[config.mk]
export PLATFORM = sky130hd
export DESIGN_NAME = pio_tx_snoop_flat
export DESIGN_NICKNAME = d
export VERILOG_FILES = /design/src/rtl/pio_tx_snoop_if.sv /design/src/rtl/pio_tx_snoop.sv /design/src/flat_wrapper.sv
export SDC_FILE = /design/constraint.sdc
export NUM_CORES = 1
export LEC_CHECK = 0
export CORE_UTILIZATION = 53
export CTS_BUF_LIST = sky130_fd_sc_hd__clkbuf_8 sky130_fd_sc_hd__clkbuf_16
export DETAILED_ROUTE_END_ITERATION = 8
export PLACE_DENSITY = 0.89
export SLEW_MARGIN = 0
export SYNTH_ARGS = -nofsm -noshare
export SYNTH_HDL_FRONTEND = slang
export SYNTH_SLANG_ARGS = --single-unit
[constraint.sdc]
create_clock -name clk -period 10.3 [get_ports clk]
set_clock_uncertainty 0.05 [all_clocks]
set_input_delay 1.03 -clock clk [delete_from_list [all_inputs] [get_ports clk]]
set_output_delay 1.03 -clock clk [all_outputs]
set_load 0.05 [all_outputs]
[src/rtl/pio_tx_snoop_if.sv]
// PCIe AXIS TX TLP stream bundle between the snoop engine (master) and the PCIe core (slave).
interface pio_tx_snoop_if;
  logic [63:0] s_axis_tx_tdata;
  logic [7:0]  s_axis_tx_tkeep;
  logic        s_axis_tx_tlast;
  logic        s_axis_tx_tvalid;
  logic        s_axis_tx_tready;
  logic [3:0]  s_axis_tx_tuser;

  modport master (
    output s_axis_tx_tdata,
    output s_axis_tx_tkeep,
    output s_axis_tx_tlast,
    output s_axis_tx_tvalid,
    output s_axis_tx_tuser,
    input  s_axis_tx_tready
  );

  modport slave (
    input  s_axis_tx_tdata,
    input  s_axis_tx_tkeep,
    input  s_axis_tx_tlast,
    input  s_axis_tx_tvalid,
    input  s_axis_tx_tuser,
    output s_axis_tx_tready
  );
endinterface

[src/rtl/pio_tx_snoop.sv]
// Snoops XGMII-RX words from a FWFT FIFO and posts each 64-bit data word as a 2-DW MWr32 TLP.
// Optional macro PIO_TX_SNOOP_COUNT_EN adds a 32-bit count of posted TLPs (tlp_count).
module pio_tx_snoop #(
  parameter int WINDOW_BYTES = 4096
) (
  input  logic                 clk,
  input  logic                 sys_rst,
  pio_tx_snoop_if.master       tx,
  input  logic [15:0]          cfg_completer_id,
  input  logic                 tx_enable,
  input  logic [31:0]          dest_base,
  input  logic [71:0]          dout,
  input  logic                 empty,
`ifdef PIO_TX_SNOOP_COUNT_EN
  output logic [31:0]          tlp_count,
`endif
  output logic                 rd_en
);

  localparam int OffW = $clog2(WINDOW_BYTES);

  typedef enum logic [2:0] {
    IDLE,
    FRAME,
    HDR0,
    HDR1,
    PAY
  } state_t;

  state_t            state_q;
  logic              en_q;
  logic [63:0]       payload_q;
  logic [OffW-1:0]   offset_q;
  logic [7:0]        tag_q;
  logic [63:0]       tdata_q;
  logic [7:0]        tkeep_q;
  logic              tlast_q;
  logic              tvalid_q;

  logic [7:0]        wordCtrl;
  logic [63:0]       wordData;
  logic              isStart;
  logic              isData;
  logic              beatTaken;
  logic [OffW-1:0]   offset_d;
  logic [31:0]       addr_d;

  assign wordCtrl  = dout[71:64];
  assign wordData  = dout[63:0];
  assign isStart   = wordCtrl[0] && (wordData[7:0] == 8'hFB);
  assign isData    = (wordCtrl == 8'h00);
  assign beatTaken = tvalid_q && tx.s_axis_tx_tready;

  // The offset register is exactly log2(window) bits wide, so the +8 step wraps on its own.
  assign offset_d = offset_q + OffW'(8);
  assign addr_d   = (dest_base + 32'(offset_q)) & 32'hFFFF_FFFC;

  assign rd_en = !sys_rst && !empty && ((state_q == IDLE) || (state_q == FRAME));

  assign tx.s_axis_tx_tdata  = tdata_q;
  assign tx.s_axis_tx_tkeep  = tkeep_q;
  assign tx.s_axis_tx_tlast  = tlast_q;
  assign tx.s_axis_tx_tvalid = tvalid_q;
  assign tx.s_axis_tx_tuser  = 4'h0;

`ifdef PIO_TX_SNOOP_COUNT_EN
  logic [31:0] tlp_count_q;
  assign tlp_count = tlp_count_q;
`endif

  // Each beat is loaded into the output registers on the transition into its state, so it
  // stays frozen while the core back-pressures.
  always_ff @(posedge clk or posedge sys_rst) begin
    if (sys_rst) begin
      state_q     <= IDLE;
      en_q        <= 1'b0;
      payload_q   <= '0;
      offset_q    <= '0;
      tag_q       <= '0;
      tdata_q     <= '0;
      tkeep_q     <= '0;
      tlast_q     <= 1'b0;
      tvalid_q    <= 1'b0;
`ifdef PIO_TX_SNOOP_COUNT_EN
      tlp_count_q <= '0;
`endif
    end else begin
      case (state_q)
        IDLE: begin
          if (!empty && isStart) begin
            en_q    <= tx_enable;
            state_q <= FRAME;
          end
        end
        FRAME: begin
          if (!empty) begin
            if (isStart) begin
              en_q <= tx_enable;
            end else if (isData) begin
              if (en_q) begin
                payload_q <= wordData;
                tdata_q   <= {cfg_completer_id, tag_q, 8'hFF, 32'h4000_0002};
                tkeep_q   <= 8'hFF;
                tlast_q   <= 1'b0;
                tvalid_q  <= 1'b1;
                state_q   <= HDR0;
              end
            end else begin
              state_q <= IDLE;
            end
          end
        end
        HDR0: begin
          if (beatTaken) begin
            tdata_q <= {payload_q[31:0], addr_d};
            state_q <= HDR1;
          end
        end
        HDR1: begin
          if (beatTaken) begin
            tdata_q <= {32'h0, payload_q[63:32]};
            tkeep_q <= 8'h0F;
            tlast_q <= 1'b1;
            state_q <= PAY;
          end
        end
        PAY: begin
          if (beatTaken) begin
            tdata_q     <= '0;
            tkeep_q     <= '0;
            tlast_q     <= 1'b0;
            tvalid_q    <= 1'b0;
            offset_q    <= offset_d;
            tag_q       <= tag_q + 8'd1;
`ifdef PIO_TX_SNOOP_COUNT_EN
            tlp_count_q <= tlp_count_q + 32'd1;
`endif
            state_q     <= FRAME;
          end
        end
        default: begin
          state_q <= IDLE;
        end
      endcase
    end
  end

endmodule

[src/flat_wrapper.sv]
// flat-port wrapper written by rule: the top's interface ports become plain ports
module pio_tx_snoop_flat 
#(
  parameter int WINDOW_BYTES = 4096
)
  (clk, sys_rst, cfg_completer_id, tx_enable, dest_base, dout, empty, rd_en, tx_s_axis_tx_tdata, tx_s_axis_tx_tkeep, tx_s_axis_tx_tlast, tx_s_axis_tx_tvalid, tx_s_axis_tx_tuser, tx_s_axis_tx_tready);
  pio_tx_snoop_if tx_i ();
  input  logic clk;
  input  logic sys_rst;
  input  logic [15:0] cfg_completer_id;
  input  logic tx_enable;
  input  logic [31:0] dest_base;
  input  logic [71:0] dout;
  input  logic empty;
  output logic rd_en;
  output wire logic [$bits(tx_i.s_axis_tx_tdata)-1:0] tx_s_axis_tx_tdata;
  output wire logic [$bits(tx_i.s_axis_tx_tkeep)-1:0] tx_s_axis_tx_tkeep;
  output wire logic [$bits(tx_i.s_axis_tx_tlast)-1:0] tx_s_axis_tx_tlast;
  output wire logic [$bits(tx_i.s_axis_tx_tvalid)-1:0] tx_s_axis_tx_tvalid;
  output wire logic [$bits(tx_i.s_axis_tx_tuser)-1:0] tx_s_axis_tx_tuser;
  input wire logic [$bits(tx_i.s_axis_tx_tready)-1:0] tx_s_axis_tx_tready;
  assign tx_s_axis_tx_tdata = tx_i.s_axis_tx_tdata;
  assign tx_s_axis_tx_tkeep = tx_i.s_axis_tx_tkeep;
  assign tx_s_axis_tx_tlast = tx_i.s_axis_tx_tlast;
  assign tx_s_axis_tx_tvalid = tx_i.s_axis_tx_tvalid;
  assign tx_s_axis_tx_tuser = tx_i.s_axis_tx_tuser;
  assign tx_i.s_axis_tx_tready = tx_s_axis_tx_tready;
  pio_tx_snoop #(.WINDOW_BYTES(WINDOW_BYTES)) u_core (.clk(clk), .sys_rst(sys_rst), .tx(tx_i), .cfg_completer_id(cfg_completer_id), .tx_enable(tx_enable), .dest_base(dest_base), .dout(dout), .empty(empty), .rd_en(rd_en));
endmodule
Word-level counts from Yosys, hierarchy flattened
Cells that the tools add are included.
{ "op_classes": {"n_mux": 40, "addsub": 3, "reduce_logical": 21, "n_bitwise": 2, "eq_ne": 15} }
{ "op_table": {"columns": ["op", "n"], "rows": [
  ["64-bit two-way mux", 7],
  ["64-bit one-hot mux with 4 select lines", 1],
  ["8-bit two-way mux", 6],
  ["32-bit by 12-bit adder with 32-bit output", 1],
  ["3-bit two-way mux", 8],
  ["8-bit one-hot mux with 3 select lines", 1],
  ["3-bit one-hot mux with 5 select lines", 1],
  ["7-bit AND reduction", 2],
  ["1-bit two-way mux", 13],
  ["12-bit by 4-bit adder with 12-bit output (second input constant)", 1],
  ["2-bit by 1-bit != test with 1-bit output (second input constant)", 6],
  ["8-bit by 1-bit adder with 8-bit output (second input constant)", 1],
  ["8-bit equality test (second input constant)", 1],
  ["8-bit logical NOT", 1],
  ["8-bit AND reduction", 1],
  ["3-bit by 2-bit equality test with 1-bit output (second input constant)", 2],
  ["2-bit != test (second input constant)", 3],
  ["6-bit AND reduction", 1],
  ["1-bit logical AND", 5],
  ["5-bit AND reduction", 1],
  ["1-bit one-hot mux with 2 select lines", 2],
  ["4-bit AND reduction", 1],
  ["2-bit nonzero test", 2],
  ["4-bit nonzero test", 1],
  ["10 further kinds", 12]
]} }
{ "totals": {"ff_bits": 162, "out_inout_bits": 79, "inputBits": 125} }

Depth between registers and ports, before layout
Gate-level depths: netlist (run 1).
{ "depth": {"depth_word": 5, "mapped_depth": 10, "mapped_depth_nobuf": 9} }

Least setup slack after synthesis (run 1)
No wires, ideal clock.
{ "synth_timing": {"path_kind": "input -> output", "from": "in sys_rst", "to": "out rd_en", "required_ns": 9.220, "n_path_buf": 0, "stages": 1, "setup_slack_ns": 6.691, "arrival_time_ns": 2.529, "cell_sequence": "nor4_1"} }
{ "synth_via": {"elab_chain_cells": 3} }
{ "synth_rtl": {"columns": ["element", "line_no", "source"], "rows": [
  ["start: declaration", "flat_wrapper.sv:9", "input logic sys_rst;"],
  ["1-bit logical NOT", "pio_tx_snoop.sv:58", "assign rd_en = !sys_rst && !empty && ((state_q == IDLE) || (state_q == FRAME));"],
  ["1-bit logical AND (2 in a row)", "pio_tx_snoop.sv:58", null],
  ["end: declaration", "flat_wrapper.sv:15", "output logic rd_en;"]
]} }
No other way between the ends.

Worst setup path in the final report (run 1)
{ "layout_timing": {"from": "in tx_s_axis_tx_tready", "to": "reg u_core.tdata_q[24], in the netlist u_core.tx.s_axis_tx_tdata[24]"} }
{ "layout_via": {"elab_chain_cells": 3, "elab_cells_between_ends": 5} }
{ "layout_rtl": {"columns": ["element", "line_no", "source"], "rows": [
  ["start: declaration", "flat_wrapper.sv:21", "input wire logic [$bits(tx_i.s_axis_tx_tready)-1:0] tx_s_axis_tx_tready;"],
  ["1-bit logical AND *", "pio_tx_snoop.sv:52", "assign beatTaken = tvalid_q && tx.s_axis_tx_tready;"],
  ["2-bit by 1-bit != test with 1-bit output (no source line)", null, null],
  ["8-bit AND reduction (no source line) *", null, null],
  ["end signal: assignment", "pio_tx_snoop.sv:102", "tdata_q <= {cfg_completer_id, tag_q, 8'hFF, 32'h4000_0002};"],
  ["end signal: assignment", "pio_tx_snoop.sv:115", "tdata_q <= {payload_q[31:0], addr_d};"],
  ["end signal: assignment", "pio_tx_snoop.sv:121", "tdata_q <= {32'h0, payload_q[63:32]};"],
  ["end: declaration", "pio_tx_snoop.sv:35", "logic [63:0] tdata_q;"]
]} }
Mark *: on every way between the ends. The rest lies on a longest branch, timed or not.
A chain may end at the register's enable or synchronous reset.

==> results_dict.tcl, run 1 <==
set metrics [dict create \
    finalHoldViolations 0 \
    period_share 0.376 \
    status "finished, final reports clean" \
    grt_busiest_layer "met2" \
    synth-seq-area-share 0.505 \
    root_buffer "clkbuf_16" \
    critPathRequiredTime_ps 10530 \
    h-tree-depth 4 \
    drive_gt1_frac 0.126 \
    final_util 0.734 \
    design.core.area_sq_mm 0.0139 \
    grt_pass1_wl_um 31300 \
    vdd_drop_max_v 0.000133 \
    final_common_cell "clkdlybuf4s50_1" \
    hold_ws_ps 420 \
    route.detailed.drc 0 \
    drtAntennaViolNets 0 \
    drt_first_pass_iters 6 \
    drv_slew 0 \
    nets 996 \
    worst_ep_arrival_time_ps 4100 \
    globalRouteMet1Util 0.346 \
    gp_congestion 0.845 \
    die_area_sq_mm 0.0148 \
    cts_inserted_buffers 17 \
    antenna_found_initial 0 \
    tns_ps 0 \
    syn_inst 683 \
    via_per_inst 5.75 \
    grt_max_degree 80 \
    synth.distinct_cells 56 \
    final_cell_mix "clkdlybuf4s50_1 (197), dfrtp_1 (153), nand2_1 (76), mux2_4 (60), o21ai_0 (52)" \
    wire_per_inst_um 18.6 \
    avgSynthCellArea_sq_um 11.1 \
    synth-seq-cells 153 \
    syn-cell-area_sq_mm 0.00759 \
    first_iter_violations 384 \
    p_total_mw 2.23 \
    die_w_um 122 \
    cts_resized 0 \
    synth_edf_count 0 \
    crit_path_max_fanout 73 \
    fin_crit_ps 3870 \
    gr-total-overflow 0 \
    cts_tree "done" \
    tightest_slew_ps 1270 \
    met3_usage 0.0604 \
    diodes 0 \
    io_pins 204 \
    startpoint_type "primary input" \
    hp-class "reg -> reg" \
    cp-end-kind "flop" \
    num_vias 6045 \
    cap_violations 0 \
    area_growth_pct 34.8 \
    io_buffers 197 \
    cts_sinks 153 \
    worstSetupPathType "in -> reg" \
    clk_pin_slew_ps 60 \
    setup_violations 0 \
    start_util 0.545 \
    grt_use_total 0.274 \
    clkLatencyLatePin_ps 430 \
    dpl.hpwl_um 13100 \
    fp-row-count 43 \
    synthArstFlopShare 1.00 \
    yosys_warnings 0 \
    routed_wirelength_um 19500 \
    die_y_um 122 \
    cts_setup_buffers 0 \
    hold_buffers 0 \
    grt_pass1_vias 6225 \
    rsz0062_at_grt "false" \
    synthFlopType "dfrtp_1" \
    powerDensity_mw_per_mm2 218 \
    leakagePower_nw 4.82 \
    fmax_ghz 0.258 \
    cts_buffer_depth 2 \
    gr-usage-met2 0.455 \
    r2r_slack_ps 6590 \
    maxSlewHeadroom 0.147 \
]
[registers in the layout, indices dropped and copies added (netlist names)]
name and count:
u_core.state_q 3, u_core.en_q 1, u_core.tx.s_axis_tx_tlast 1, u_core.tx.s_axis_tx_tkeep 2, u_core.offset_q 9, u_core.tag_q 8, u_core.tx.s_axis_tx_tdata 64, u_core.tx.s_axis_tx_tvalid 1
u_core.payload_q 64
[layout make-up]
type                       instances  area, sq um
clock inverter                    12          173
tap                              180          225
timing repair buffer             203         2020
inverter                           6         27.5
fill                             935         3710
multi-input combinational        478         3490
clock buffer                      20          467
sequential                       153         3830
[metal layers]
layer / share of wire / vias up
met5: 0 / -
met4: 0.019 / 0
met3: 0.063 / 36
met2: 0.49 / 242
met1: 0.43 / 2957
li1: - / 2810
[critical path, cell delays in order]
cell and delay (ps):
clkdlybuf4s50_1 480, nand2_1 190, nor2_1 840, o221ai_4 570
buf_4 530, a22oi_1 290, o21ai_0 130
[power by group]
group | total (mW) | switching (mW) | leakage, nW | internal (mW)
Sequential | 0.731 | 0.0484 | 2.05 | 0.683
Clock | 0.667 | 0.243 | 0.317 | 0.423
Combinational | 0.834 | 0.559 | 2.45 | 0.275
Total | 2.23 | 0.851 | 4.82 | 1.38
[cells in the mapped netlist (all sizes together) (6+ instances only)]
library cell,instances,area (sq um)
a21oi,40,200
a22oi,30,225
o31ai,8,60.1
ha,11,138
inv,6,22.5
o211ai,8,60.1
nor2,38,143
nand4,10,62.6
xnor2,13,114
o22ai,7,43.8
a22o,7,61.3
clkbuf,25,93.8
a31oi,7,43.8
and3,12,75.1
mux2,67,980
xor2,21,184
nand3,9,45.0
nand2,76,285
o21ai,53,265
dfrtp,153,3830
buf,24,190
[logic make-up (layout without fill, tap and decap cells)]
family | Yosys count | in the layout | share of synthesized area
flip-flops | 153 | 153 | 0.505
other | 1 | 4 | 0.000494
AND/OR/NAND/NOR | 178 | 178 | 0.112
AO/OA/AOI/OAI | 178 | 178 | 0.147
XOR/XNOR | 34 | 34 | 0.0392
multiplexers | 72 | 72 | 0.136
adder cells (fa/ha/maj) | 12 | 12 | 0.0208
buffers and inverters | 55 | 241 | 0.0404
[stage by stage]
stage               cells  worst slack [ps]  instance area (sq um)
floorplan             686              5100                   7600
global placement     1020              6160                   9590
detailed placement   1020              6100                   9590
CTS                  1052              6480                  10200
global route         1052              6270                  10200
finish               1052              6430                  10200
[worst paths after layout]
| kind | start | to | cells after the start |
|---|---|---|---|
| setup / recovery | tx_s_axis_tx_tready | u_core.tx.s_axis_tx_tdata[24] | 7 |
| hold / removal | u_core.tag_q[7] | u_core.tag_q[7] | 1 |
| setup reg to reg | u_core.state_q[1] | u_core.tx.s_axis_tx_tdata[24] | 6 |
| hold reg to reg | u_core.tag_q[7] | u_core.tag_q[7] | 1 |
| max in group asynchronous | sys_rst | u_core.payload_q[31] | 3 |
| min in group asynchronous | sys_rst | u_core.tx.s_axis_tx_tdata[4] | 2 |
(Power assumes the default switching activity.)
==> run 2: changes to the inputs <==
--- a/config.mk
+++ b/config.mk
@@ -5,10 +5,10 @@
 export SDC_FILE = /design/constraint.sdc
 export NUM_CORES = 1
 export LEC_CHECK = 0
-export CORE_UTILIZATION = 53
+export CORE_UTILIZATION = 49
 export CTS_BUF_LIST = sky130_fd_sc_hd__clkbuf_8 sky130_fd_sc_hd__clkbuf_16
 export DETAILED_ROUTE_END_ITERATION = 8
-export PLACE_DENSITY = 0.89
+export PLACE_DENSITY = 0.83
 export SLEW_MARGIN = 0
 export SYNTH_ARGS = -nofsm -noshare
 export SYNTH_HDL_FRONTEND = slang
==> constraint.sdc (replaced) <==
create_clock -name clk -period 4 [get_ports clk]
set_clock_uncertainty 0.05 [all_clocks]
set_input_delay 0.4 -clock clk [delete_from_list [all_inputs] [get_ports clk]]
set_output_delay 0.4 -clock clk [all_outputs]
set_load 0.05 [all_outputs]
==> run 2 against run 1 <==
Sequential power increased to 2.6 times the previous value. Combinational power increased to 2.6 times the previous value. Highest routed layer unchanged. Sequential share of layout area fell by 0.42 points. Clock-buffer cell count is the same. Total power grew to 2.6 times the previous value.
==> results_dict.tcl, run 2 (synthesized netlist as in run 1, its figures left out) <==
set metrics [dict create \
    worstSetupPathType "reg -> reg" \
    drive_gt1_frac 0.141 \
    clkLatencyLatePin_ps 420 \
    grt_pass1_wl_um 31500 \
    clk_pin_slew_ps 60 \
    final_util 0.683 \
    cp-end-kind "flop" \
    grt_busiest_layer "met2" \
    start_util 0.501 \
    cts_resized 0 \
    tns_ps 0 \
    die_area_sq_mm 0.0160 \
    drv_slew 0 \
    gr-total-overflow 0 \
    drtAntennaViolNets 0 \
    fmax_ghz 0.337 \
    vdd_drop_max_v 0.000334 \
    h-tree-depth 4 \
    period_share 0.741 \
    cts_sinks 153 \
    startpoint_type "flop" \
    tightest_slew_ps 994 \
    gr-usage-met2 0.413 \
    fin_ws_ps 1040 \
    wire_per_inst_um 17.8 \
    maxSlewHeadroom 0.336 \
    first_iter_violations 343 \
    dpl.hpwl_um 13300 \
    cts_buffer_depth 2 \
    cts_inserted_buffers 17 \
    finalHoldViolations 0 \
    fp-row-count 45 \
    cts_setup_buffers 0 \
    globalRouteMet1Util 0.336 \
    cts_tree "done" \
    via_per_inst 5.54 \
    num_vias 5960 \
    final_cell_mix "clkdlybuf4s50_1 (197), dfrtp_1 (153), nand2_1 (76), mux2_4 (60), o21ai_0 (52)" \
    area_growth_pct 36.3 \
    fin_crit_ps 2960 \
    place_ws_ps 947 \
    die_y_um 126 \
    design.core.area_sq_mm 0.0151 \
    grt_max_degree 61 \
    critPathRequiredTime_ps 4250 \
    antenna_found_initial 0 \
    worst_ep_arrival_time_ps 3210 \
    layout.filler_cells 1120 \
    nets 1012 \
    rsz0062_at_grt "false" \
    die_w_um 126 \
    leakagePower_nw 4.89 \
    met3_usage 0.0637 \
    drt_first_pass_iters 5 \
    powerDensity_mw_per_mm2 552 \
    io_buffers 197 \
    routed_wirelength_um 19200 \
    gp_congestion 0.894 \
    diodes 0 \
    crit_path_max_fanout 37 \
    final_common_cell "clkdlybuf4s50_1" \
    cap_violations 0 \
    status "finished, final reports clean" \
    route.detailed.drc 0 \
    grt_use_total 0.253 \
    root_buffer "clkbuf_16" \
    hold_buffers 0 \
    hp-class "reg -> reg" \
    io_pins 204 \
    grt_pass1_vias 5993 \
    setup_violations 0 \
]
## run 2: cell types whose count changed in the layout (fill, tap and decap cells not counted), sizes merged
cell	change
buf	+16
clkinv	-3
clkinvlp	+3
bufinv	-1
inv	+1
## run 2: area by class of cell
class                      count  area [sq um]  area share
multi-input combinational    478          3490       0.337
timing repair buffer         219          2150       0.208
clock buffer                  20           467      0.0451
inverter                       6          26.3     0.00254
clock inverter                12           148      0.0143
tap                          188           235      0.0227
sequential                   153          3830       0.370
## run 2: worst max-delay path, cell delays in order (launching register included)
cell and delay (ps):
dfrtp_1 720, or3b_1 450, nand3b_4 180, or3b_4 720, buf_4 370, mux2_4 330
## run 2: report_power, final
group          total [mW]  switching [mW]  internal [mW]
Clock                1.66           0.634           1.03
Sequential           1.91           0.151           1.76
Combinational        2.14            1.41          0.729
## run 2: path summary, 6_finish.rpt
path,from,end,slack (ps),cells after the start
max reg2reg,u_core.state_q[0],u_core.payload_q[21],1040,5
max in group asynchronous,sys_rst,u_core.tx.s_axis_tx_tdata[3],2480,3
min in group asynchronous,sys_rst,u_core.tx.s_axis_tx_tdata[12],550,2
min,u_core.tx.s_axis_tx_tdata[10],u_core.tx.s_axis_tx_tdata[10],430,2
max,u_core.state_q[0],u_core.payload_q[21],1040,5
min reg2reg,u_core.tx.s_axis_tx_tdata[10],u_core.tx.s_axis_tx_tdata[10],430,2
## run 2: routing by layer
layer	routed length [um]	share of wire
met5	0	0
met4	209	0.011
met3	1400	0.073
met2	9220	0.48
met1	8350	0.44
## run 2: metrics by stage
| stage | cell area (sq um) | hold slack [ps] | cells | total power [mW] |
|---|---|---|---|---|
| 4_1_cts | 10300 | 430 | 1076 | 5.75 |
| 3_3_place_gp | 9730 | 410 | 1044 | 4.03 |
| 6_report | 10300 | 426 | 1076 | 5.71 |
| 5_1_grt | 10300 | 449 | 1076 | 5.96 |
| 3_5_place_dp | 9730 | 418 | 1044 | 4.07 |
| 2_1_floorplan | 7600 | 392 | 686 | 3.33 |
